`config.mk`:
```
export PLATFORM = sky130hd
export DESIGN_NAME = r_pipeline_core
export DESIGN_NICKNAME = d
export VERILOG_FILES = /design/src/rtl/r_pipeline_core.sv
export SDC_FILE = /design/constraint.sdc
export NUM_CORES = 2
export LEC_CHECK = 0
export ABC_CLOCK_PERIOD_IN_PS = 4500
export CORE_UTILIZATION = 37
export DETAILED_ROUTE_END_ITERATION = 6
export GPL_TIMING_DRIVEN = 0
export PLACE_DENSITY = 0.63
export RECOVER_POWER = 50
export SLEW_MARGIN = 20
export SYNTH_ARGS = -nofsm -noshare
export SYNTH_HDL_FRONTEND = slang
export SYNTH_SLANG_ARGS = --single-unit
```
`constraint.sdc`:
```
create_clock -name clk -period 4.5 [get_ports clk]
set_input_delay 0.45 -clock clk [delete_from_list [all_inputs] [get_ports clk]]
set_output_delay 0.45 -clock clk [all_outputs]
set_load 0.01 [all_outputs]
```
`src/rtl/r_pipeline_core.sv`:
```
// rtl/r_pipeline_core.sv - five-stage R-type integer pipeline with EX forwarding and WB-to-ID bypass
// IF/ID, ID/EX, EX/MEM and MEM/WB each carry a valid bit; MEM is a pass-through stage.
module r_pipeline_core #(
  parameter int          DATA_W   = 32,
  parameter logic [31:0] RESET_PC = 32'h0000_0000,
  parameter logic [31:0] PC_STEP  = 32'd4
) (
  input  logic              clk,
  input  logic              rst,
  output logic [31:0]       pc_o,
  input  logic [31:0]       instr_i,
  input  logic              stall_i,
  output logic              wb_en_o,
  output logic [4:0]        wb_addr_o,
  output logic [DATA_W-1:0] wb_data_o,
  output logic [31:0]       retired_o,
  input  logic [4:0]        dbg_addr_i,
  output logic [DATA_W-1:0] dbg_data_o
);

  localparam logic [5:0]  FN_ADD   = 6'h20;
  localparam logic [5:0]  FN_SUB   = 6'h22;
  localparam logic [5:0]  FN_AND   = 6'h24;
  localparam logic [5:0]  FN_OR    = 6'h25;
  localparam logic [5:0]  FN_SLT   = 6'h2A;
  localparam logic [5:0]  FN_SLL   = 6'h00;
  localparam logic [5:0]  FN_SRL   = 6'h02;
  localparam logic [31:0] DATA_W_U = 32'(DATA_W);

  logic [31:0]       pc_q;
  logic [31:0]       retired_q;
  logic [DATA_W-1:0] rf [32];

  logic              ifid_valid;
  logic [31:0]       ifid_instr;

  logic              idex_valid;
  logic              idex_we;
  logic [4:0]        idex_rs;
  logic [4:0]        idex_rt;
  logic [4:0]        idex_rd;
  logic [4:0]        idex_shamt;
  logic [5:0]        idex_funct;
  logic [DATA_W-1:0] idex_a;
  logic [DATA_W-1:0] idex_b;

  logic              exmem_valid;
  logic              exmem_we;
  logic [4:0]        exmem_rd;
  logic [DATA_W-1:0] exmem_res;

  logic              memwb_valid;
  logic              memwb_we;
  logic [4:0]        memwb_rd;
  logic [DATA_W-1:0] memwb_res;

  logic [5:0]        id_opcode;
  logic [5:0]        id_funct;
  logic [4:0]        id_rs;
  logic [4:0]        id_rt;
  logic [4:0]        id_rd;
  logic [4:0]        id_shamt;
  logic              id_known;
  logic              id_we;
  logic [DATA_W-1:0] id_a;
  logic [DATA_W-1:0] id_b;

  logic              memwb_wr;
  logic              exmem_wr;
  logic [DATA_W-1:0] ex_a;
  logic [DATA_W-1:0] ex_b;
  logic [DATA_W-1:0] ex_res;
  logic              shamt_big;

  assign id_opcode = ifid_instr[31:26];
  assign id_rs     = ifid_instr[25:21];
  assign id_rt     = ifid_instr[20:16];
  assign id_rd     = ifid_instr[15:11];
  assign id_shamt  = ifid_instr[10:6];
  assign id_funct  = ifid_instr[5:0];

  always_comb begin
    id_known = 1'b0;
    if (id_opcode == 6'd0) begin
      case (id_funct)
        FN_ADD, FN_SUB, FN_AND, FN_OR, FN_SLT, FN_SLL, FN_SRL: id_known = 1'b1;
        default: id_known = 1'b0;
      endcase
    end
  end

  // Writes to r0 are dropped at decode so neither the file nor wb_en_o ever sees them.
  assign id_we    = ifid_valid && id_known && (id_rd != 5'd0);
  assign memwb_wr = memwb_valid && memwb_we;
  assign exmem_wr = exmem_valid && exmem_we;

  always_comb begin
    id_a = rf[id_rs];
    if (id_rs == 5'd0)
      id_a = '0;
    else if (memwb_wr && (memwb_rd == id_rs))
      id_a = memwb_res;

    id_b = rf[id_rt];
    if (id_rt == 5'd0)
      id_b = '0;
    else if (memwb_wr && (memwb_rd == id_rt))
      id_b = memwb_res;
  end

  // The youngest producer wins: EX/MEM before MEM/WB before the captured operand.
  always_comb begin
    ex_a = idex_a;
    if (exmem_wr && (exmem_rd != 5'd0) && (exmem_rd == idex_rs))
      ex_a = exmem_res;
    else if (memwb_wr && (memwb_rd != 5'd0) && (memwb_rd == idex_rs))
      ex_a = memwb_res;

    ex_b = idex_b;
    if (exmem_wr && (exmem_rd != 5'd0) && (exmem_rd == idex_rt))
      ex_b = exmem_res;
    else if (memwb_wr && (memwb_rd != 5'd0) && (memwb_rd == idex_rt))
      ex_b = memwb_res;
  end

  assign shamt_big = {27'd0, idex_shamt} >= DATA_W_U;

  always_comb begin
    ex_res = '0;
    case (idex_funct)
      FN_ADD:  ex_res = ex_a + ex_b;
      FN_SUB:  ex_res = ex_a - ex_b;
      FN_AND:  ex_res = ex_a & ex_b;
      FN_OR:   ex_res = ex_a | ex_b;
      FN_SLT:  ex_res = {{(DATA_W-1){1'b0}}, ($signed(ex_a) < $signed(ex_b))};
      FN_SLL:  ex_res = shamt_big ? '0 : (ex_b << idex_shamt);
      FN_SRL:  ex_res = shamt_big ? '0 : (ex_b >> idex_shamt);
      default: ex_res = '0;
    endcase
  end

  always_ff @(posedge clk) begin
    if (rst) begin
      pc_q        <= RESET_PC;
      retired_q   <= '0;
      ifid_valid  <= 1'b0;
      ifid_instr  <= '0;
      idex_valid  <= 1'b0;
      idex_we     <= 1'b0;
      idex_rs     <= '0;
      idex_rt     <= '0;
      idex_rd     <= '0;
      idex_shamt  <= '0;
      idex_funct  <= '0;
      idex_a      <= '0;
      idex_b      <= '0;
      exmem_valid <= 1'b0;
      exmem_we    <= 1'b0;
      exmem_rd    <= '0;
      exmem_res   <= '0;
      memwb_valid <= 1'b0;
      memwb_we    <= 1'b0;
      memwb_rd    <= '0;
      memwb_res   <= '0;
    end else if (!stall_i) begin
      pc_q        <= pc_q + PC_STEP;
      ifid_valid  <= 1'b1;
      ifid_instr  <= instr_i;
      idex_valid  <= ifid_valid;
      idex_we     <= id_we;
      idex_rs     <= id_rs;
      idex_rt     <= id_rt;
      idex_rd     <= id_rd;
      idex_shamt  <= id_shamt;
      idex_funct  <= id_funct;
      idex_a      <= id_a;
      idex_b      <= id_b;
      exmem_valid <= idex_valid;
      exmem_we    <= idex_valid && idex_we;
      exmem_rd    <= idex_rd;
      exmem_res   <= ex_res;
      memwb_valid <= exmem_valid;
      memwb_we    <= exmem_wr;
      memwb_rd    <= exmem_rd;
      memwb_res   <= exmem_res;
      if (memwb_valid)
        retired_q <= retired_q + 32'd1;
    end
  end

  always_ff @(posedge clk) begin
    if (rst) begin
      for (int i = 0; i < 32; i++)
        rf[i] <= '0;
    end else if (!stall_i && memwb_wr) begin
      rf[memwb_rd] <= memwb_res;
    end
  end

  assign pc_o       = pc_q;
  assign retired_o  = retired_q;
  assign wb_en_o    = memwb_wr && !stall_i && !rst;
  assign wb_addr_o  = memwb_rd;
  assign wb_data_o  = memwb_res;
  assign dbg_data_o = (dbg_addr_i == 5'd0) ? '0 : rf[dbg_addr_i];

endmodule
```
* Word level (Yosys, flattened, before mapping)
Memories as Yosys holds them, arrays and structs flattened. A register that Yosys moved wholly into a read port is not among the register bits.
Index checks and enable logic that the tools add are counted.
** Word-level totals
- Memory bits (writable) :: 1024
- Memories :: 1
- Bits in latches :: 0
- Logic and storage cells :: 103
- Register bits after elaboration :: 267
- Bits in read-only memories :: 0
** Cells by class
- Div/mod/pow operators :: 0
- Mux-type cells :: 24
- Bitwise gates (word level) :: 3
- $lt $le $gt $ge :: 1
- Shifts and indexed selects :: 2
- Multiply operators :: 0
- Reductions and logical operators :: 29
- Add/sub/neg operators :: 4
- Eq/ne operators :: 18
** Memories
- rf :: words 32, bits a word 32, read ports 3, clocked after memory_dff 2, wr ports 32, RTL line 32 : logic [DATA_W-1:0] rf [32];
** Operator list (count)
- 32-bit 2-to-1 mux :: 10
- 32-bit one-hot mux with 7 select lines :: 1
- 6-bit equality test, second input constant :: 10
- 32-bit by 1-bit adder with 32-bit output, second input constant :: 1
- 32-bit by 3-bit adder with 32-bit output, second input constant :: 1
- 32-bit adder :: 1
- 32-bit AND :: 1
- 32-bit < comparator :: 1
- 32-bit OR :: 1
- 32-bit OR reduction :: 1
- 32-bit by 5-bit left shift with 32-bit output :: 1
- 32-bit by 5-bit >> shifter with 32-bit output :: 1
- 32-bit subtractor :: 1
- 5-bit equality test :: 6
- 5-bit 2-to-1 mux :: 5
- 6-bit zero test :: 3
- 1-bit logical AND :: 15
- 5-bit zero test :: 3
- 5-bit nonzero test :: 3
- 6-bit by 2-bit equality test with 1-bit output, second input constant :: 2
- 1-bit 2-to-1 mux :: 8
- 7-bit OR reduction :: 1
- 1-bit zero test :: 2
- 2-bit AND reduction :: 1
- 1-bit inverter :: 1

* Logic depth before layout (Yosys ltp)
- Depth after elaboration :: 7
- Depth in mapped cells :: 21
- Gate-level depth less buffers :: 18

* Worst setup path after synthesis
OpenSTA, ideal clock, no wires.
- Path kind :: flip-flop to flip-flop
- Start :: register memwb_rd[3], in the netlist wb_addr_o[3]
- End :: register exmem_res[20]
- Data arrival time :: 4.713 ns
- Cell stages (with the launch flop) :: 21
- Clock period less this slack :: 4.793 ns
- Slack :: -0.293 ns
- Path through :: dfxtp_1 > buf_2 > or3_1 > buf_2 > nor3_1 > nor2_1 > nand4_1 > buf_1 > mux2i_1 > o21ai_0 > ha_1 > fa_1 > a211oi_1 > o21ai_0 > a211oi_1 > o31ai_1 > a21o_1 > a2111oi_0 > o21a_1 > o21ai_0 > a41oi_1
** On the way
- Word-level cells in the longest chain between the ends :: 7
** Ends and longest elaborated chain
- from (decl) :: RTL line 54 : logic [4:0] memwb_rd;
- from (signal assigned) :: RTL line 184 : memwb_rd <= exmem_rd;
- 5-bit nonzero test :: RTL line 116, 122
- 1-bit logical AND :: RTL line 116, 122
- 1-bit logical AND (on tied branches) :: RTL line 116, 122
- 32-bit 2-to-1 mux (on tied branches) :: RTL line 116, 122
- 32-bit 2-to-1 mux (on tied branches) :: RTL line 114, 120
- 32-bit subtractor, or another cell as far along :: RTL line 132 : FN_SUB: ex_res = ex_a - ex_b;
- 32-bit one-hot mux with 7 select lines (*) :: RTL line 130 : case (idex_funct)
- to (signal assigned) :: RTL line 181 : exmem_res <= ex_res;
- to (decl) :: RTL line 50 : logic [DATA_W-1:0] exmem_res;
Every way passes the cells marked *; elsewhere a longest branch is shown, timed or not.
A chain may end at the register's enable or synchronous reset.

* Worst setup path in the final report
- Start :: register exmem_rd[2]
- End :: register exmem_res[31]
** On the way
- Word-level cells in the longest chain between the ends :: 6
** Ends and longest elaborated chain
- from (decl) :: RTL line 49 : logic [4:0] exmem_rd;
- from (signal assigned) :: RTL line 180 : exmem_rd <= idex_rd;
- 5-bit nonzero test :: RTL line 114, 120
- 1-bit logical AND :: RTL line 114, 120
- 1-bit logical AND (on tied branches) :: RTL line 114, 120
- 32-bit 2-to-1 mux (on tied branches) :: RTL line 114, 120
- 32-bit subtractor, or another cell as far along :: RTL line 132
- 32-bit one-hot mux with 7 select lines (*) :: RTL line 130
Marks and branches as above.

==> results.json <==
{
  "setup.worst_path.start_class": "flip-flop",
  "synth-seq-area-share_pct": 43.31,
  "maxSlewViolCount": 0,
  "avgViaCountPerCell": 6.705,
  "die_h_um": 477.6,
  "grt-ovfl-total": 0,
  "die_area_um2": 228100,
  "worstPathArrival_ns": 5.52,
  "power.share.switching_pct": 30.01,
  "gr-usage-met2_pct": 54.22,
  "synth_seq_cells": 1299,
  "cts_tree": "yes",
  "cts_max_path_buffers": 3,
  "core_footprint_um2": 224900,
  "count_of_flip_flops_with_a_built_in_enable_after_synthesis": 1024,
  "ir_drop_mv": 0.4207,
  "post-synth-top-area-cell": "edfxtp_1",
  "io_pins": 174,
  "drc_errors": 92,
  "first_pass_iters": 7,
  "synthesis.yosys.warnings": 0,
  "syn-cell-area_um2": 83710,
  "category_of_the_most_critical_setup_path": "flip-flop to flip-flop",
  "clk_latency_ns": 0.86,
  "io_buffers": 168,
  "grt_start_max_net_pins": 33,
  "globalplace.congestion": 1.044,
  "cellLeakagePower_nw": 34.16,
  "wl_um": 409000,
  "row_count": 174,
  "yosys.cell_types.count": 95,
  "timing.final.setup_violations": 26,
  "synth.top_cell.area_share_pct": 36.73,
  "worstPathMaxFanout": 7,
  "setup_ws_ns": -0.3046,
  "pwr-share-clk_pct": 38.7,
  "drv_cap": 0,
  "layout-area-overhead-vs-synth_pct": 18.25,
  "start_util_pct": 37.22,
  "vias_in_the_first_global_route": 65020,
  "max_slew_margin_pct": 4.075,
  "comb_power_share_pct": 19.4,
  "path_clk_slew_ns": 0.06,
  "synthCells": 6445,
  "p_int_mw": 22.80,
  "rsz_0062_raised_after_global_routing": "true",
  "synth_flop_cell": "edfxtp_1",
  "run_status": "complete, but fails checks",
  "cts_root_buffer": "clkbuf_16",
  "postSynthAreaPerCell_um2": 12.99,
  "count_of_antenna_violating_nets_left_after_detailed_routing": 0,
  "required_ns": 5.21,
  "place_ws_ns": -3.449,
  "vias": 67610,
  "grt_use_met3_pct": 11.13,
  "hold_path_class": "input pin to flip-flop",
  "crit_path_end_kind": "flip-flop",
  "grt_pass1_wl_um": 546900,
  "power_density_nw_per_um2": 329.1,
  "post-dp-hpwl_um": 300600,
  "grt.total_usage_pct": 35.08,
  "max_slew.worst_pin.slew_ns": 1.434,
  "post_drt_wl_per_cell_um": 40.56,
  "initialDrtViolationCount": 11370,
  "use_met1_pct": 41.97,
  "period_share_pct": 106.8,
  "antenna_found_initial": 27,
  "synthArstFlopShare_pct": 0,
  "num-nets-final": 7109,
  "yosys-top-cells-area": "edfxtp_1 37%, mux4_2 27%, and2_1 7.7%",
  "seq_power_share_pct": 41.9,
  "finalHoldViolations": 0,
  "clkSinkCount": 1299,
  "power.total_mw": 32.58,
  "maxClockFrequency_ghz": 0.2081,
  "number_of_buffers_inserted_during_clock_tree_synthesis": 153,
  "final.setup_skew_ns": 0.08435,
  "globalRoute.busiestLayer": "met2",
  "switching_component_of_the_power_mw": 9.778,
  "violations": "DRC, setup timing",
  "timing.final.crit_period_ns": 4.805,
  "htree_num_levels": 4,
  "drive_above_1_share_pct": 29.10,
  "die-width_um": 477.6
}
## sequential cells by signal, indices dropped and copies added (netlist names), 6 cells and up, named ones only
register    count
rf           1024
idex_funct      6
wb_data_o      32
exmem_res      32
idex_b         32
pc_o           30
idex_a         32
ifid_instr     32
retired_o      32
## per-layer routing
metal / wire length, um / vias up
li1: - / 25910
met1: 140600 / 34440
met5: 418 / -
met2: 182500 / 5779
met4: 33250 / 24
met3: 52150 / 1460
## cell usage after synthesis (19+ instances only)
cell / number
ha_1: 115
a21o_1: 19
nand3_1: 79
nor2_1: 362
mux4_2: 1010
buf_1: 114
mux2i_1: 282
o211ai_1: 81
xor2_1: 54
nor3_1: 83
dfxtp_1: 275
inv_1: 95
and3_1: 25
nand2_1: 327
or2_2: 35
xnor2_1: 52
edfxtp_1: 1024
a31oi_1: 38
clkbuf_1: 539
o21ai_0: 141
a21oi_1: 204
a22oi_1: 21
a311oi_1: 20
or3_1: 24
a211oi_1: 32
and2_1: 1035
## path summary, 6_finish.rpt
check	from	to	slack, ns	depth (start not counted)
setup / recovery	exmem_rd[2]	exmem_res[31]	-0.30	16
hold / removal	instr_i[27]	ifid_instr[27]	0.25	3
setup reg to reg	exmem_rd[2]	exmem_res[31]	-0.30	16
hold reg to reg	idex_we	idex_we	0.47	2
## power by group through the flow
| stage | sequential, mW | clock [mW] | combinational, mW |
|---|---|---|---|
| floorplan | 13.7 | 0 | 3.17 |
| global placement | 13.8 | 0 | 5.36 |
| detailed placement | 13.9 | 0 | 5.40 |
| CTS | 13.6 | 12.5 | 5.90 |
| global route | 13.7 | 13.0 | 6.35 |
| finish | 13.7 | 12.6 | 6.32 |
## per-stage QoR
| stage | hold WS, ns | instances | util, % | cell area [um^2] | setup TNS, ns |
|---|---|---|---|---|---|
| finish | 0.2498 | 10080 | 44.01 | 98980 | -2.847 |
| global route | 0.2789 | 10070 | 44.00 | 98950 | -3.346 |
| CTS | 0.2081 | 10020 | 43.47 | 97770 | -1.698 |
| detailed placement | 0.4540 | 9623 | 39.89 | 89700 | -115.35 |
| global placement | 0.4554 | 9606 | 39.65 | 89160 | -429.35 |
| floorplan | 0.4411 | 6446 | - | 83730 | 0 |
## worst max-delay path, stage by stage (launching register included)
cell and delay (ns):
dfxtp_4 0.36, xor2_1 0.16, or4_4 0.64, or2_4 0.32
buf_12 0.15, buf_4 0.13, buf_4 0.14, a31oi_4 0.26
buf_12 0.20, ha_4 0.21, nor3_1 0.07, nor2_1 0.76
a41oi_4 0.25, o31ai_4 0.30, xnor2_1 0.17, o221ai_1 0.16
a221o_1 0.39
## placed cells by master (no fill, tap or decap), drive strengths merged, types with 67 or more instances in the layout
master	n
and2	1037
edfxtp	1024
mux4	1010
clkbuf	732
nor2	362
nand2	327
buf	312
mux2i	282
dfxtp	275
a21oi	204
o21ai	153
ha	115
inv	112
dlygate4sd3	101
nor3	83
o211ai	82
nand3	79
clkdlybuf4s50	67
## area by class of cell
| class | instances | area, um^2 |
|---|---|---|
| sequential | 1299 | 36290 |
| clock inverter | 77 | 789.5 |
| timing repair buffer | 372 | 3631 |
| multi-input combinational | 4358 | 46810 |
| tap | 2992 | 3744 |
| antenna | 17 | 42.54 |
| fill | 20200 | 125900 |
| buffer | 652 | 3052 |
| clock buffer | 201 | 4140 |
| inverter | 116 | 484.2 |
## cell families after synthesis
family	Yosys count	share of synthesized area, %
AO/OA/AOI/OAI	772	6.357
XOR/XNOR	106	1.109
adder cells (fa/ha/maj)	117	1.767
buffers and inverters	789	3.608
flip-flops	1299	43.31
multiplexers	1300	30.66
other	1	0.004480
AND/OR/NAND/NOR	2061	13.19
## repair_timing
action | 4_1_cts | 5_1_grt
resized for setup | 519 | 209
hold endpoints to repair | 0 | 0
setup buffers | 133 | 57
pin swaps | 123 | 81
hold buffers | 0 | 0
cloned | 1 | 0
endpoints found under the setup margin | 94 | 49
Note: power is estimated with default switching activity, not from simulation.
